## config.mk

```make
export PLATFORM = sky130hd
export DESIGN_NAME = word_packer_flat
export DESIGN_NICKNAME = d
export VERILOG_FILES = /design/src/rtl/word_packer_if.sv /design/src/rtl/word_packer.sv /design/src/flat_wrapper.sv
export SDC_FILE = /design/constraint.sdc
export NUM_CORES = 1
export LEC_CHECK = 0
export BUFFER_PORTS_ARGS = -buffer_cell sky130_fd_sc_hd__buf_2
export CORE_ASPECT_RATIO = 2
export CORE_MARGIN = 10
export CORE_UTILIZATION = 40
export CTS_BUF_LIST = sky130_fd_sc_hd__clkbuf_8
export CTS_CLUSTER_DIAMETER = 150
export DETAILED_ROUTE_END_ITERATION = 16
export SLEW_MARGIN = 20
export SYNTH_ARGS = -nofsm -noshare
export SYNTH_HDL_FRONTEND = slang
export SYNTH_SLANG_ARGS = --single-unit
```

## constraint.sdc

```tcl
create_clock -name clk -period 1.98 [get_ports clk]
set_input_delay 0.198 -clock clk [delete_from_list [all_inputs] [get_ports clk]]
set_output_delay 0.198 -clock clk [all_outputs]
set_load 0.02 [all_outputs]
```

## src/rtl/word_packer_if.sv

```systemverilog
// Handshake bundle for word_packer: narrow-word input stream and packed-block output.
interface word_packer_if #(
   parameter int N = 128,
   parameter int W = 8
);
   localparam int K  = N / W;
   localparam int CW = $clog2(K);

   logic          in_valid;
   logic          in_ready;
   logic [W-1:0]  in_data;
   logic          out_valid;
   logic          out_ready;
   logic [N-1:0]  out_data;
   logic          we;
   logic [CW-1:0] count;

   modport master (
      output in_valid, in_data, out_ready,
      input  in_ready, out_valid, out_data, we, count
   );

   modport slave (
      input  in_valid, in_data, out_ready,
      output in_ready, out_valid, out_data, we, count
   );
endinterface

```

## src/rtl/word_packer.sv

```systemverilog
// Packs K = N/W narrow words into one N-bit registered block with a one-cycle we pulse.
// Define WORD_PACKER_LSB_FIRST_EN to place word 0 in the LSBs instead of the MSBs.
module word_packer #(
   parameter int N = 128,
   parameter int W = 8
) (
   input logic          clk,
   input logic          rst,
   input logic          clear,
   word_packer_if.slave bus
);
   localparam int K  = N / W;
   localparam int CW = $clog2(K);
   localparam logic [CW-1:0] LAST = CW'(K - 1);

   logic [N-1:0]  asm_q, asm_d, asm_ins;
   logic [CW-1:0] count_q, count_d;
   logic [N-1:0]  out_data_q, out_data_d;
   logic          out_valid_q, out_valid_d;
   logic          we_q, we_d;
   logic          in_ready;
   logic          accept;

   // Only the completing word stalls, and only behind an unconsumed block.
   assign in_ready = !clear && !(count_q == LAST && out_valid_q && !bus.out_ready);
   assign accept   = bus.in_valid && in_ready;

   always_comb begin
      asm_ins = asm_q;
      for (int unsigned i = 0; i < K; i++) begin
         if (count_q == CW'(i)) begin
`ifdef WORD_PACKER_LSB_FIRST_EN
            asm_ins[i*W +: W] = bus.in_data;
`else
            asm_ins[(K-1-i)*W +: W] = bus.in_data;
`endif
         end
      end
   end

   always_comb begin
      asm_d       = asm_q;
      count_d     = count_q;
      out_data_d  = out_data_q;
      out_valid_d = out_valid_q;
      we_d        = 1'b0;

      if (out_valid_q && bus.out_ready) out_valid_d = 1'b0;

      if (clear) begin
         count_d = '0;
      end else if (accept) begin
         if (count_q == LAST) begin
            out_data_d  = asm_ins;
            out_valid_d = 1'b1;
            we_d        = 1'b1;
            count_d     = '0;
         end else begin
            asm_d   = asm_ins;
            count_d = count_q + CW'(1);
         end
      end
   end

   always_ff @(posedge clk or negedge rst) begin
      if (!rst) begin
         asm_q       <= '0;
         count_q     <= '0;
         out_data_q  <= '0;
         out_valid_q <= 1'b0;
         we_q        <= 1'b0;
      end else begin
         asm_q       <= asm_d;
         count_q     <= count_d;
         out_data_q  <= out_data_d;
         out_valid_q <= out_valid_d;
         we_q        <= we_d;
      end
   end

   assign bus.in_ready  = in_ready;
   assign bus.out_valid = out_valid_q;
   assign bus.out_data  = out_data_q;
   assign bus.we        = we_q;
   assign bus.count     = count_q;
endmodule

```

## src/flat_wrapper.sv

```systemverilog
// flat-port wrapper written by rule: the top's interface ports become plain ports
module word_packer_flat 
#(
   parameter int N = 128,
   parameter int W = 8
)
  (clk, rst, clear, bus_in_valid, bus_in_data, bus_out_ready, bus_in_ready, bus_out_valid, bus_out_data, bus_we, bus_count);
  word_packer_if #(.N(N), .W(W)) bus_i ();
  input logic clk;
  input logic rst;
  input logic clear;
  input wire logic [$bits(bus_i.in_valid)-1:0] bus_in_valid;
  input wire logic [$bits(bus_i.in_data)-1:0] bus_in_data;
  input wire logic [$bits(bus_i.out_ready)-1:0] bus_out_ready;
  output wire logic [$bits(bus_i.in_ready)-1:0] bus_in_ready;
  output wire logic [$bits(bus_i.out_valid)-1:0] bus_out_valid;
  output wire logic [$bits(bus_i.out_data)-1:0] bus_out_data;
  output wire logic [$bits(bus_i.we)-1:0] bus_we;
  output wire logic [$bits(bus_i.count)-1:0] bus_count;
  assign bus_i.in_valid = bus_in_valid;
  assign bus_i.in_data = bus_in_data;
  assign bus_i.out_ready = bus_out_ready;
  assign bus_in_ready = bus_i.in_ready;
  assign bus_out_valid = bus_i.out_valid;
  assign bus_out_data = bus_i.out_data;
  assign bus_we = bus_i.we;
  assign bus_count = bus_i.count;
  word_packer #(.N(N), .W(W)) u_core (.clk(clk), .rst(rst), .clear(clear), .bus(bus_i));
endmodule
```

## Word level (Yosys, flattened, before mapping)

Index checks and enable logic that the tools add are counted.
W data, S select, Z words.

| storage, ports and cells | value |
|---|---|
| register bits after elaboration | 262 |
| word-level logic and storage cells | 61 |

| cells by class | value |
|---|---|
| eq/ne operators | 15 |
| add/sub/neg operators | 1 |
| multiplexer cells | 26 |
| bitwise logic cells | 2 |
| reductions and logical operators | 12 |

Operators by type and width:

| cell | count |
|---|---|
| $mux W8 | 16 |
| $eq A4 B4 Y1 const B | 8 |
| $eq A4 B3 Y1 const B | 4 |
| $mux W4 | 3 |
| $eq A4 B2 Y1 const B | 2 |
| $mux W1 | 7 |
| $reduce_and A3 Y1 | 2 |
| $logic_and A1 B1 Y1 | 5 |
| $add A4 B1 Y4 const B | 1 |
| $eq A4 B1 Y1 const B | 1 |
| $logic_not A4 Y1 | 1 |
| $logic_not A1 Y1 | 3 |
| $not A1 Y1 | 2 |
| $reduce_bool A2 Y1 | 1 |

## Depth between registers and ports, before layout

| logic depth | value |
|---|---|
| word-level depth | 8 |
| gate-level depth with buffers | 6 |

## Worst setup path after synthesis

Ideal clock, no wire load.

| timing | value |
|---|---|
| path kind | flip-flop to flip-flop |
| start point | register u_core.count_q[0] (netlist: u_core.bus.count[0]) |
| end point | register u_core.out_data_q[127] (netlist: u_core.bus.out_data[127]) |
| buffers on the path | 1 |
| setup time | 125 ps |
| path slack | -221 ps |
| required time | 1855 ps |
| clock period less this slack | 2201 ps |
| data arrival time | 2077 ps |
| stages on the path, launching flop included | 7 |
| path through | dfrtp_1 inv_1 ha_1 clkbuf_1 nor3b_2 mux2_2 mux2_2 |

| on the way | value |
|---|---|
| word-level cells in the longest chain between the ends | 7 |

RTL lines:

| item | line | RTL |
|---|---|---|
| from (decl) | word_packer.sv:17 | `logic [CW-1:0] count_q, count_d;` |
| from (signal assigned) | word_packer.sv:74 | `count_q <= count_d;` |
| $eq A4 B4 Y1 | word_packer.sv:25, word_packer.sv:53 |  |
| $logic_and A1 B1 Y1 (2 in series) | word_packer.sv:25 | `assign in_ready = !clear && !(count_q == LAST && out_valid_q && !bus.out_ready);` |
| $logic_not A1 Y1 | word_packer.sv:25 |  |
| $logic_and A1 B1 Y1 | word_packer.sv:25 |  |
| $logic_and A1 B1 Y1 | word_packer.sv:26 | `assign accept = bus.in_valid && in_ready;` |
| $reduce_and A3 Y1 (no source line) | - |  |
| to (signal assigned) | word_packer.sv:75 | `out_data_q <= out_data_d;` |
| to (decl) | word_packer.sv:18 | `logic [N-1:0] out_data_q, out_data_d;` |

Parallel ways exist; a longest one is shown, timed or not.
A chain may end at the register's enable or synchronous reset.

## Worst setup path in the final report

| timing | value |
|---|---|
| start point | register u_core.count_q[1] (netlist: u_core.bus.count[1]) |
| end point | register u_core.out_data_q[117] (netlist: u_core.bus.out_data[117]) |

The elaborated chain is that of the path after synthesis.

==> metrics.txt <==
outcome=complete, no violations; vias in the first global route=7591; FILL cells=2584; max cap viols=0; WP depth=6; Slew @ Worst Pin=0.6906 ns; Via density=5.065; CP Class=reg -> reg; reg2reg end=u_core.bus.out_data[117]; switching share of power=23.48%; I/O pin cnt=148; drt total wl=27.47 mm; Die Area=36800 um^2; total track usage=14.93%; area delta synth->final=22.29%; grt total ovfl=0; PwrDens=770.8 nW/um^2; Syn Nets=782; most frequent cells in the layout=368 x mux2_2, 258 x dfrtp_1, 145 x buf_2; most frequent cell on the critical path=mux2_2; Slew HR=53.96%; Slew Viols, Final=0; Critical path buffers and inverters=2; Final Skew=0.02190 ns; Int Power=0.008411 W; worst path cell trace=inv_1, ha_2, nor3b_4, buf_12, mux2_2, mux2_2; clock root buffer=clkbuf_8; switching power=0.002581 W; Min Hold Slack=0.05793 ns; r2r setup slk=0.05 ns; largest net degree at the start of global routing=73; clk_lat worst skew=0.56 ns; Hold Crit Depth=3; Clock Pin Slew Worst Setup and Hold Paths=0.07 ns; Hold EP=u_core.bus.out_valid; dpl ws=-0.06926 ns; leakage power=7.482 nW; post-synthesis cell area=11660 um^2; Final Setup Violations=0; Num CTS Buffers=41; synthesized area per cell=15.24 um^2; synth unique cells=34; worst setup margin=0.05302 ns; Tmin final=1.927 ns; hpwl dp=18.58 mm; Critical Path Source Type=flop; CTS tree=done; fin cells=1346; Cells after Synth=765; CP top delay family=multiplexers; arrival time worst endpoint=2.36 ns; #FFs+latches synth=262; Initial DRT Pass Iterations=4; Vias=6817; DIE WIDTH=140.7 um; fmax=518.9 MHz; required time worst endpoint=2.41 ns; CTS Buffer Depth=3; drc violations=0; Slowest-stage cell, CP=dfrtp_2; Hold Path Class=in -> reg; Worst path max stage delay=0.45 ns; Multi-input gate area=4877 um^2; VDD IR max=0.4878 mV; share of layout cells above drive strength 1=67.85%; Die Y-Extent=261.5 um; Reg power frac=51.4%; register area=6561 um^2; commonest non-fill, non-tap cell in the layout=mux2_2; dpl cells=1271; gp weighted congestion=0.7616; core area=28850 um^2; clock power share=41.0%; CTS Sinks=262; Synth warnings=0; PortBufs=147; first-pass GRT wire length=43.98 mm; Placement Rows=88; RR Startpoint=u_core.bus.count[1]; worst-path maximum fanout=8; R2R cell count=6; Combinational Power Share=7.5%; register area share after synthesis=56.22%; fin nets=978; Final Cycle Share=97.32%; routed len/inst=20.41 um; DRT iter0 DRCs=264; post-route ant nets=0; Fin. Hold Viols=0; Initial Util=40.42%; initial antenna violation count=1; fin util=49.43%; hold path startpoint=bus_in_valid; RSZ-0062 raised after global routing=no; maximum level of the CTS H-tree=2; Diodes inserted=0; Worst setup EP type=flop
==> repair_timing <==
action | CTS | global route
cloned | 0 | 0
gates resized for setup | 7 | 5
buffers inserted | 1 | 2
pin swaps | 1 | 0
endpoints found under the hold margin | 267 | 0
hold buffers | 4 | 0
setup endpoints to repair | 112 | 49
==> final cells by class <==
class	instances	share of cell area, %
Sequential cell	262	46.01
Multi-Input combinational cell	440	34.20
Timing Repair Buffer	213	11.01
Clock buffer	44	4.247
Tap cell	360	3.159
Clock inverter	24	1.290
Inverter	3	0.07897
==> cell families (layout without fill, tap and decap cells) <==
logic type	count (synthesis)	after routing	share of synthesized area (%)
flops	262	262	56.22
compound gates	10	10	0.5902
fa+ha+maj	4	4	0.4292
buf+inv	63	284	2.543
simple gates	49	49	3.562
mux	377	377	36.65
==> power groups by stage <==
stage	registers [W]	clock network [W]	logic, W
after floorplan	0.00572	0	0.000496
after global placement	0.00573	0	0.000827
after detailed placement	0.00575	0	0.000839
after CTS	0.00565	0.00471	0.000850
after global routing	0.00567	0.00491	0.000914
final	0.00565	0.00451	0.000829
==> sequential cells by signal, summed over array words and instances, names as in the netlist <==
register,flops
u_core.bus.out_valid,1
u_core.asm_q,128
u_core.bus.we,1
u_core.bus.out_data,128
u_core.bus.count,4
==> cell usage after synthesis (all sizes together) <==
| cell | number | share of area, % |
|---|---|---|
| a21oi | 2 | 0.086 |
| a211oi | 1 | 0.064 |
| and2 | 1 | 0.054 |
| a31oi | 1 | 0.054 |
| nor4b | 2 | 0.41 |
| mux2 | 376 | 37 |
| o31ai | 2 | 0.13 |
| a41oi | 1 | 0.075 |
| nand2b | 4 | 0.21 |
| mux2i | 1 | 0.086 |
| dfrtp | 262 | 56 |
| o2111ai | 1 | 0.075 |
| clkbuf | 34 | 1.1 |
| or4b | 1 | 0.086 |
| nor3b | 4 | 0.43 |
| nand3b | 10 | 0.64 |
| inv | 3 | 0.097 |
| nand4 | 6 | 0.48 |
| nor3 | 2 | 0.086 |
| buf | 26 | 1.4 |
| o21ai | 1 | 0.043 |
| nor2 | 8 | 0.39 |
| nand2 | 1 | 0.054 |
| nor2b | 2 | 0.11 |
| nand3 | 7 | 0.43 |
| o21a | 1 | 0.064 |
| nor4 | 1 | 0.18 |
| ha | 4 | 0.43 |
==> per-layer routing <==
metal  vias up  GRT usage, %  routed length [um]
met4         2         5.472                 706
met3        52         3.211                1087
met2       118         27.06               14880
met1      3508         16.69               10780
met5         -             0                  13
li1       3137             -                   -
==> worst reg2reg max path, delay by kind of cell (launching register included) <==
kind	cells	cell delay, ns
AND/OR/NAND/NOR	1	0.25
adder cells (fa/ha/maj)	1	0.23
multiplexers	2	0.60
flip-flops	1	0.45
buffers and inverters	2	0.28
==> worst max-delay path by stage <==
stage | startpoint | endpoint | slack (ns)
finish | u_core.bus.count[1] | u_core.bus.out_data[117] | 0.05
global route | u_core.bus.count[1] | u_core.bus.out_data[115] | 0.002
CTS | u_core.bus.count[0] | u_core.asm_q[79] | -0.003
detailed placement | u_core.bus.count[1] | u_core.bus.out_data[43] | -0.07
global placement | u_core.bus.count[1] | u_core.bus.out_data[21] | -0.008
floorplan | u_core.bus.count[0] | u_core.asm_q[72] | -0.02
==> stage by stage <==
stage               instance area (um^2)  total power [W]   TNS (ns)
floorplan                          11690         0.006219    -0.2676
global placement                   13360         0.006561    -0.1778
detailed placement                 13360         0.006586     -4.672
CTS                                14220          0.01121  -0.002805
global route                       14260          0.01150          0
finish                             14260          0.01099          0
No activity file was read; power rests on OpenSTA's default activity.
